===== src/rtl/local_packet_scheduler.sv =====
`default_nettype none
// ============================================================================
// Module   : local_packet_scheduler
// Brief    : Round-robin scheduler streaming one requester packet at a time
//            into a packet processor, with an enforced inter-packet gap.
// Revision : 1.0 - initial release
// ============================================================================
module local_packet_scheduler #(
    parameter int GAP_CYCLES = 8,
    parameter int MAX_WORDS  = 256
) (
    input  logic         FillClock,
    input  logic         Reset,
    input  logic [3:0]   ReqValid,
    input  logic [3:0]   ReqEnable,
    input  logic [47:0]  ReqSize,
    input  logic [47:0]  ReqDest,
    input  logic [127:0] ReqData,
    input  logic         ProcFull,
    output logic [3:0]   ReqRdEn,
    output logic [3:0]   ReqDone,
    output logic [3:0]   ReqErr,
    output logic [31:0]  PktData,
    output logic         PktDataValid,
    output logic [11:0]  PktSize,
    output logic [11:0]  PktDest,
    output logic         Busy,
    output logic [1:0]   GrantIdx,
    output logic [15:0]  PacketCount,
    output logic [7:0]   ErrCount
);
    localparam logic [1:0] c_IDLE   = 2'd0;
    localparam logic [1:0] c_GRANT  = 2'd1;
    localparam logic [1:0] c_STREAM = 2'd2;
    localparam logic [1:0] c_GAP    = 2'd3;

    localparam int               c_GAP_W    = (GAP_CYCLES < 1) ? 1 : $clog2(GAP_CYCLES + 1);
    localparam logic [c_GAP_W-1:0] c_GAP_LOAD = c_GAP_W'(GAP_CYCLES);
    localparam logic [12:0]      c_MAX_WORDS = 13'(MAX_WORDS);

    logic [1:0]         r_state;
    logic [1:0]         w_next_state;
    logic [1:0]         r_grant;
    logic [1:0]         r_rr_start;
    logic [11:0]        r_words;
    logic [c_GAP_W-1:0] r_gap;
    logic [15:0]        r_pkt_count;
    logic [7:0]         r_err_count;
    logic [31:0]        r_pkt_data;
    logic               r_pkt_valid;
    logic [11:0]        r_pkt_size;
    logic [11:0]        r_pkt_dest;
    logic [3:0]         r_done;

    logic [3:0]         w_req;
    logic [1:0]         w_sel_idx;
    logic               w_sel_found;
    logic               w_start;
    logic               w_illegal;
    logic               w_rd;
    logic [3:0]         w_grant_oh;
    logic [11:0]        w_size_arr [4];
    logic [11:0]        w_dest_arr [4];
    logic [31:0]        w_data_arr [4];

    generate
        for (genvar i = 0; i < 4; i++) begin : g_unpack
            assign w_size_arr[i] = ReqSize[12*i +: 12];
            assign w_dest_arr[i] = ReqDest[12*i +: 12];
            assign w_data_arr[i] = ReqData[32*i +: 32];
        end
    endgenerate

    assign w_req      = ReqValid & ReqEnable;
    assign w_grant_oh = 4'b0001 << r_grant;
    assign w_illegal  = (r_words == 12'd0) || ({1'b0, r_words} > c_MAX_WORDS);
    assign w_rd       = (r_state == c_STREAM) && (r_words != 12'd0);
    assign w_start    = (r_state == c_IDLE) && w_sel_found && !ProcFull && (r_gap == '0);

    // First eligible requester at or after the round-robin start index
    always_comb begin
        w_sel_found = 1'b0;
        w_sel_idx   = r_rr_start;
        for (int k = 0; k < 4; k++) begin
            if (!w_sel_found && w_req[r_rr_start + 2'(k)]) begin
                w_sel_found = 1'b1;
                w_sel_idx   = r_rr_start + 2'(k);
            end
        end
    end

    always_ff @(posedge FillClock) begin
        if (Reset) begin
            r_state <= c_IDLE;
        end else begin
            r_state <= w_next_state;
        end
    end

    always_comb begin
        w_next_state = r_state;
        case (r_state)
            c_IDLE:   if (w_start) w_next_state = c_GRANT;
            c_GRANT:  w_next_state = w_illegal ? c_IDLE : c_STREAM;
            c_STREAM: if (r_words == 12'd0) w_next_state = c_GAP;
            c_GAP:    if (r_gap <= c_GAP_W'(1)) w_next_state = c_IDLE;
            default:  w_next_state = c_IDLE;
        endcase
    end

    always_comb begin
        Busy    = (r_state != c_IDLE);
        ReqRdEn = w_rd ? w_grant_oh : 4'b0000;
        ReqErr  = ((r_state == c_GRANT) && w_illegal) ? w_grant_oh : 4'b0000;
    end

    // Streaming counts r_words down to 0; the extra STREAM cycle at 0 drains
    // the last registered word before ReqDone fires in the first GAP cycle.
    always_ff @(posedge FillClock) begin
        if (Reset) begin
            r_grant     <= 2'd0;
            r_rr_start  <= 2'd0;
            r_words     <= 12'd0;
            r_gap       <= '0;
            r_pkt_count <= 16'd0;
            r_err_count <= 8'd0;
            r_pkt_data  <= 32'd0;
            r_pkt_valid <= 1'b0;
            r_pkt_size  <= 12'd0;
            r_pkt_dest  <= 12'd0;
            r_done      <= 4'b0000;
        end else begin
            r_done      <= 4'b0000;
            r_pkt_valid <= w_rd;
            if (w_rd) begin
                r_pkt_data <= w_data_arr[r_grant];
            end
            case (r_state)
                c_IDLE: begin
                    if (w_start) begin
                        r_grant    <= w_sel_idx;
                        r_rr_start <= w_sel_idx + 2'd1;
                        r_pkt_size <= w_size_arr[w_sel_idx];
                        r_pkt_dest <= w_dest_arr[w_sel_idx];
                        r_words    <= w_size_arr[w_sel_idx];
                    end
                end
                c_GRANT: begin
                    if (w_illegal && (r_err_count != 8'hFF)) begin
                        r_err_count <= r_err_count + 8'd1;
                    end
                end
                c_STREAM: begin
                    if (r_words != 12'd0) begin
                        r_words <= r_words - 12'd1;
                    end else begin
                        r_done      <= w_grant_oh;
                        r_pkt_count <= r_pkt_count + 16'd1;
                        r_gap       <= c_GAP_LOAD;
                    end
                end
                default: begin
                    if (r_gap != '0) begin
                        r_gap <= r_gap - c_GAP_W'(1);
                    end
                end
            endcase
        end
    end

    assign ReqDone      = r_done;
    assign PktData      = r_pkt_data;
    assign PktDataValid = r_pkt_valid;
    assign PktSize      = r_pkt_size;
    assign PktDest      = r_pkt_dest;
    assign GrantIdx     = r_grant;
    assign PacketCount  = r_pkt_count;
    assign ErrCount     = r_err_count;

endmodule
`default_nettype wire


===== config.mk =====
export PLATFORM = sky130hd
export DESIGN_NAME = local_packet_scheduler
export DESIGN_NICKNAME = d
export VERILOG_FILES = /design/src/rtl/local_packet_scheduler.sv
export SDC_FILE = /design/constraint.sdc
export NUM_CORES = 1
export LEC_CHECK = 0
export BUFFER_PORTS_ARGS = -buffer_cell sky130_fd_sc_hd__buf_2
export CAP_MARGIN = 20
export CELL_PAD_IN_SITES_DETAIL_PLACEMENT = 2
export CELL_PAD_IN_SITES_GLOBAL_PLACEMENT = 2
export CORE_MARGIN = 2
export CORE_UTILIZATION = 23
export CTS_BUF_LIST = sky130_fd_sc_hd__clkbuf_4 sky130_fd_sc_hd__clkbuf_8
export DETAILED_ROUTE_END_ITERATION = 8
export PLACE_DENSITY_LB_ADDON = 0.1
export SLEW_MARGIN = 10
export SYNTH_ARGS = -nofsm -noshare
export SYNTH_HDL_FRONTEND = slang
export SYNTH_SLANG_ARGS = --single-unit

===== constraint.sdc =====
create_clock -name FillClock -period 2.5 [get_ports FillClock]
set_clock_uncertainty 0.15 [all_clocks]
set_input_delay 0 -clock FillClock [delete_from_list [all_inputs] [get_ports FillClock]]
set_output_delay 0 -clock FillClock [all_outputs]
set_load 0.05 [all_outputs]

# Yosys cells after proc, flatten, opt, wreduce, memory -nomap -nowiden
# Cells that the tools add are included.
[op_classes]
div_mod_pow = 0
mux = 37
n_addsub = 8
eq_ne = 9
n_shift = 1
n_lt_le_gt_ge = 8
bitwise = 6
n_mul = 0
reduce_logical = 30
[ops]
columns = ["op", "count"]
rows = [
  ["$mux W12", 6],
  ["$bmux W32 S2", 1],
  ["$mux W32", 2],
  ["$bmux W12 S2", 2],
  ["$pmux W12 S2", 1],
  ["$add A16 B1 Y16 const B", 1],
  ["$mux W4", 4],
  ["$mux W2", 7],
  ["$gt A12 B9 Y1 const B", 1],
  ["$logic_not A12 Y1", 1],
  ["$lt A2 B3 Y1 const B", 4],
  ["$reduce_bool A12 Y1", 1],
  ["$sub A12 B1 Y12 const B", 1],
  ["$logic_and A1 B1 Y1", 9],
  ["$reduce_and A3 Y1", 3],
  ["$add A8 B1 Y8 const B", 1],
  ["$bmux W1 S2", 4],
  ["$mux W1", 8],
  ["$ne A2 B2 Y1 const B", 4],
  ["$ne A8 B8 Y1 const B", 1],
  ["$pmux W2 S4", 1],
  ["$pmux W4 S2", 1],
  ["$ge A3 B3 Y1 const B", 2],
  ["$not A2 Y3", 2],
  ["other kinds (19)", 31],
]
[totals]
reg_bits = 107
n_memories = 0
rom_bits = 0
word_cells = 111
input_bits = 235
latchBits = 0
ramBits = 0

# Depth between registers and ports, before layout
[depth]
ltp_word = 19
depth_mapped = 10

# Worst setup path after synthesis
# OpenSTA, ideal clock, no wires.
[synth_timing]
path_kind = "register to output"
start = "register r_words[0]"
end = "output port ReqErr[0]"
path_buffers = 2
required_time_ns = 2.350
path_stages_with_launch = 9
slack_ns = -0.389
arrival_time_ns = 2.739
cell_sequence = "dfxtp_1 inv_1 ha_1 or4b_4 buf_6 nor3_1 o31ai_1 buf_2 nor3_1"
[synth_between]
elab_chain_cells = 4
word_cells_on_any_way = 5
[synth_lines]
columns = ["element", "line_no", "rtl"]
rows = [
  ["start: declaration", "45", "logic [11:0] r_words;"],
  ["start signal: assignment", "145", "r_words <= w_size_arr[w_sel_idx];"],
  ["start signal: assignment", "155", "r_words <= r_words - 12'd1;"],
  ["$gt A12 B9 Y1 / $logic_not A12 Y1 (equally long branches)", "76", "assign w_illegal = (r_words == 12'd0) || ({1'b0, r_words} > c_MAX_WORDS);"],
  ["$logic_or A1 B1 Y1 (*)", "76", ""],
  ["$logic_and A1 B1 Y1 (*)", "114", "ReqErr = ((r_state == c_GRANT) && w_illegal) ? w_grant_oh : 4'b0000;"],
  ["$mux W4 (*)", "114", ""],
  ["end: declaration", "22", "output logic [3:0] ReqErr,"],
]
# Every way passes the cells marked *; elsewhere a longest branch is shown, timed or not.

# Final worst setup path
[layout_timing]
start = "register r_words[0]"
end = "output port ReqRdEn[0]"
[layout_between]
elab_chain_cells = 3
[layout_lines]
columns = ["element", "line_no", "rtl"]
rows = [
  ["$reduce_bool A12 Y1", "77", "assign w_rd = (r_state == c_STREAM) && (r_words != 12'd0);"],
  ["$logic_and A1 B1 Y1", "77", ""],
  ["$mux W4", "113", "ReqRdEn = w_rd ? w_grant_oh : 4'b0000;"],
  ["end: declaration", "20", "output logic [3:0] ReqRdEn,"],
]
# Every way passes these cells.

==> results.json <==
{
  "timing.setup.tns_ns": -3.95,
  "placed_cells": 1319,
  "clock.fmax_mhz": 376,
  "layout-drive-gt1-share_pct": 49.9,
  "synthFlopType": "dfxtp_1",
  "yosysMostFrequentCell": "dfxtp_1",
  "slowest_stage": "or4_4",
  "comb_power_share_pct": 63.3,
  "endpoint_kind": "output pin",
  "vias_per_cell": 4.68,
  "die_x_um": 166,
  "place_area_um2": 8350,
  "cts_num_sinks": 107,
  "start_util_pct": 23.3,
  "grt_pass1_vias": 7979,
  "synth.top_cell.area_share_pct": 35.6,
  "final_area_um2": 10800,
  "coreArea_um2": 25800,
  "cts_max_level": 3,
  "drc": 0,
  "p_sw_share_pct": 44.8,
  "grt_overflow": 0,
  "crit_required_ns": 2.35,
  "rsz0062_at_grt": "true",
  "mappedNetlistArea_um2": 6010,
  "p_int_mw": 4.93,
  "wirelength_um": 28100,
  "final_cells": 1501,
  "cts.reportedPaths.clkPinSlew_ns": 0.10,
  "crit_top_cell": "buf_6",
  "critical_path.max_stage_delay_ns": 0.53,
  "hpwl_um": 18500,
  "place_congestion": 0.768,
  "power_density_nw_per_um2": 825,
  "detail_route.wl_per_cell_um": 18.7,
  "crit_chain": "inv_2, ha_4, or4b_4, or4_4, buf_6, nand2_8, buf_12, nor3_4, buf_6",
  "ir_drop_uv": 363,
  "fin_nets": 1398,
  "hp-start": "ReqSize[11]",
  "synth_top_area_cell": "dfxtp_1",
  "syn_avg_cell_area_um2": 9.22,
  "reg2reg_slack_ns": -0.13,
  "synth.area.top_cells": "dfxtp_1 36%, mux4_2 12%, mux2i_1 8.2%, nand2_1 6.2%, a21oi_1 4.2%",
  "synthTopCellsByCount": "107 x dfxtp_1, 99 x nand2_1, 54 x nor2_1, 50 x a21oi_1, 49 x mux2i_1",
  "tritoncts": "built",
  "crit_start": "r_words[0]$_SDFFE_PP0P_",
  "critical_path_class": "register to output pin",
  "power.switching_mw": 4.01,
  "io_pins": 331,
  "path_max_fanout": 6,
  "async_reset_ff_share_pct": 0,
  "p_leak_nw": 4.78,
  "syn_inst": 652,
  "r2r-start": "r_words[0]$_SDFFE_PP0P_",
  "antenna_found_initial": 3,
  "violations": "negative setup slack",
  "slew_viol_final": 0,
  "grt_max_degree": 50,
  "ys_ff_latch": 107,
  "ant_nets": 0,
  "synthesis.nets": 892,
  "die-height_um": 166,
  "setup_viol": 61,
  "p_clk_share_pct": 11.8,
  "grt_pass1_wl_um": 43500,
  "ys_types": 58,
  "setup_ws_ns": -0.160,
  "synth-edff-count": 0,
  "die_area_um2": 27400,
  "synth-warning-count": 0,
  "period_share_pct": 106,
  "port_buffers": 330,
  "syn_to_final_growth_pct": 80.2,
  "min_period_ns": 2.66,
  "max_slew_margin_pct": 53.0,
  "drt-initial-drc-count": 175,
  "hp-class": "primary input to register",
  "seq_power_share_pct": 24.9,
  "cap_violations": 0,
  "cts_buffers": 9,
  "startpoint_type": "register",
  "status": "finished, violations left",
  "yosysSeqAreaShare_pct": 35.6,
  "rows": 59,
  "clk_latency_ns": 0.40,
  "grt_use_total_pct": 19.7,
  "hold_viol": 0,
  "clk_path_buf_depth": 2,
  "arrival_ns": 2.51,
  "root_buffer": "clkbuf_8",
  "drt_first_pass_iters": 4,
  "max_slew.worst_pin.slew_ns": 0.703,
  "vias": 7023
}
==> per-stage QoR <==
| step | hold WS (ns) | util [%] | worst slack [ns] | total power, mW |
|---|---|---|---|---|
| 5_1_grt | 0.0124 | 41.9 | -0.278 | 9.50 |
| 3_5_place_dp | 0.294 | 32.3 | -0.121 | 6.46 |
| 4_1_cts | 0.00115 | 39.3 | -0.146 | 8.21 |
| 2_1_floorplan | 0.194 | - | 0.0187 | 4.98 |
| 3_3_place_gp | 0.280 | 32.3 | -0.0498 | 6.42 |
| 6_report | 0.00638 | 41.9 | -0.160 | 8.93 |
==> placed cells by master (no fill, tap or decap), types with 18 or more instances in the layout <==
cell type and count:
mux2_2 20, buf_4 48, dfxtp_1 102, o22ai_1 18
mux4_2 33, buf_2 321, nand2_1 64, a21oi_1 25
a21oi_2 24, dlygate4sd3_1 140, nor2_1 46, nand2b_1 18
buf_6 21, nand2_4 25, mux2i_1 49
==> final timing paths <==
path,cells past startpoint,endpoint
worst min register to register,2,PktSize[9]$_SDFFE_PP0P_
worst max-delay path,9,ReqRdEn[0]
worst max register to register,10,PacketCount[15]$_SDFFE_PP0P_
worst min-delay path,4,r_words[11]$_SDFFE_PP0P_
==> layout make-up <==
type	instances	area, um2
Multi-Input combinational cell	491	4170
Antenna cell	3	7.51
Sequential cell	107	2150
Inverter	6	22.5
Tap cell	335	419
Clock buffer	11	145
Fill cell	2868	15000
Clock inverter	5	37.5
Timing Repair Buffer	543	3880
==> cells by family (layout without fill, tap and decap cells) <==
family          Yosys count  count (layout)  share of synthesized area [%]
compound gates          119             119                           12.4
xor+xnor                 24              24                           3.50
fa+ha+maj                 5               5                           1.04
buf+inv                  54             565                           3.89
flops                   107             107                           35.6
mux                     102             102                           24.3
other cells               0               3                              0
simple gates            241             241                           19.3
==> sequential cells by signal, summed over array words and instances (netlist names), named ones only <==
register and flops:
ErrCount 8, GrantIdx 2, PacketCount 16, PktData 32
PktDataValid 1, PktDest 12, PktSize 12, ReqDone 4
r_gap 4, r_rr_start 2, r_state 1, r_words 12
==> what timing repair did <==
action / CTS / global route
gates resized for setup: 37 / 134
setup endpoints to repair: 54 / 75
setup buffers: 8 / 13
hold buffers: 140 / 0
cloned: 1 / 3
endpoints found under the hold margin: 76 / 0
pin swaps: 7 / 29
==> layer usage <==
metal / GRT usage (%) / vias to the layer above / part of all wire, %
li1: - / 3377 / -
met1: 23.2 / 3433 / 41
met2: 36.5 / 181 / 53
met3: 3.92 / 32 / 4.3
met4: 5.14 / 0 / 1.7
met5: 0 / - / 0
==> worst max-delay path: cells and delay by family (launching register included) <==
kind          cells  cell delay, ns
fa+ha+maj         1            0.13
flops             1            0.33
buf+inv           4            0.52
simple gates      4            1.15
==> power groups by stage <==
stage,clock [mW],sequential (mW),combinational [mW]
after floorplan,0,2.90,2.08
after global placement,0,2.24,4.18
after detailed placement,0,2.25,4.21
after CTS,1.11,2.22,4.88
after global routing,1.18,2.27,6.05
final,1.05,2.22,5.65
Note: power is estimated with default switching activity, not from simulation.
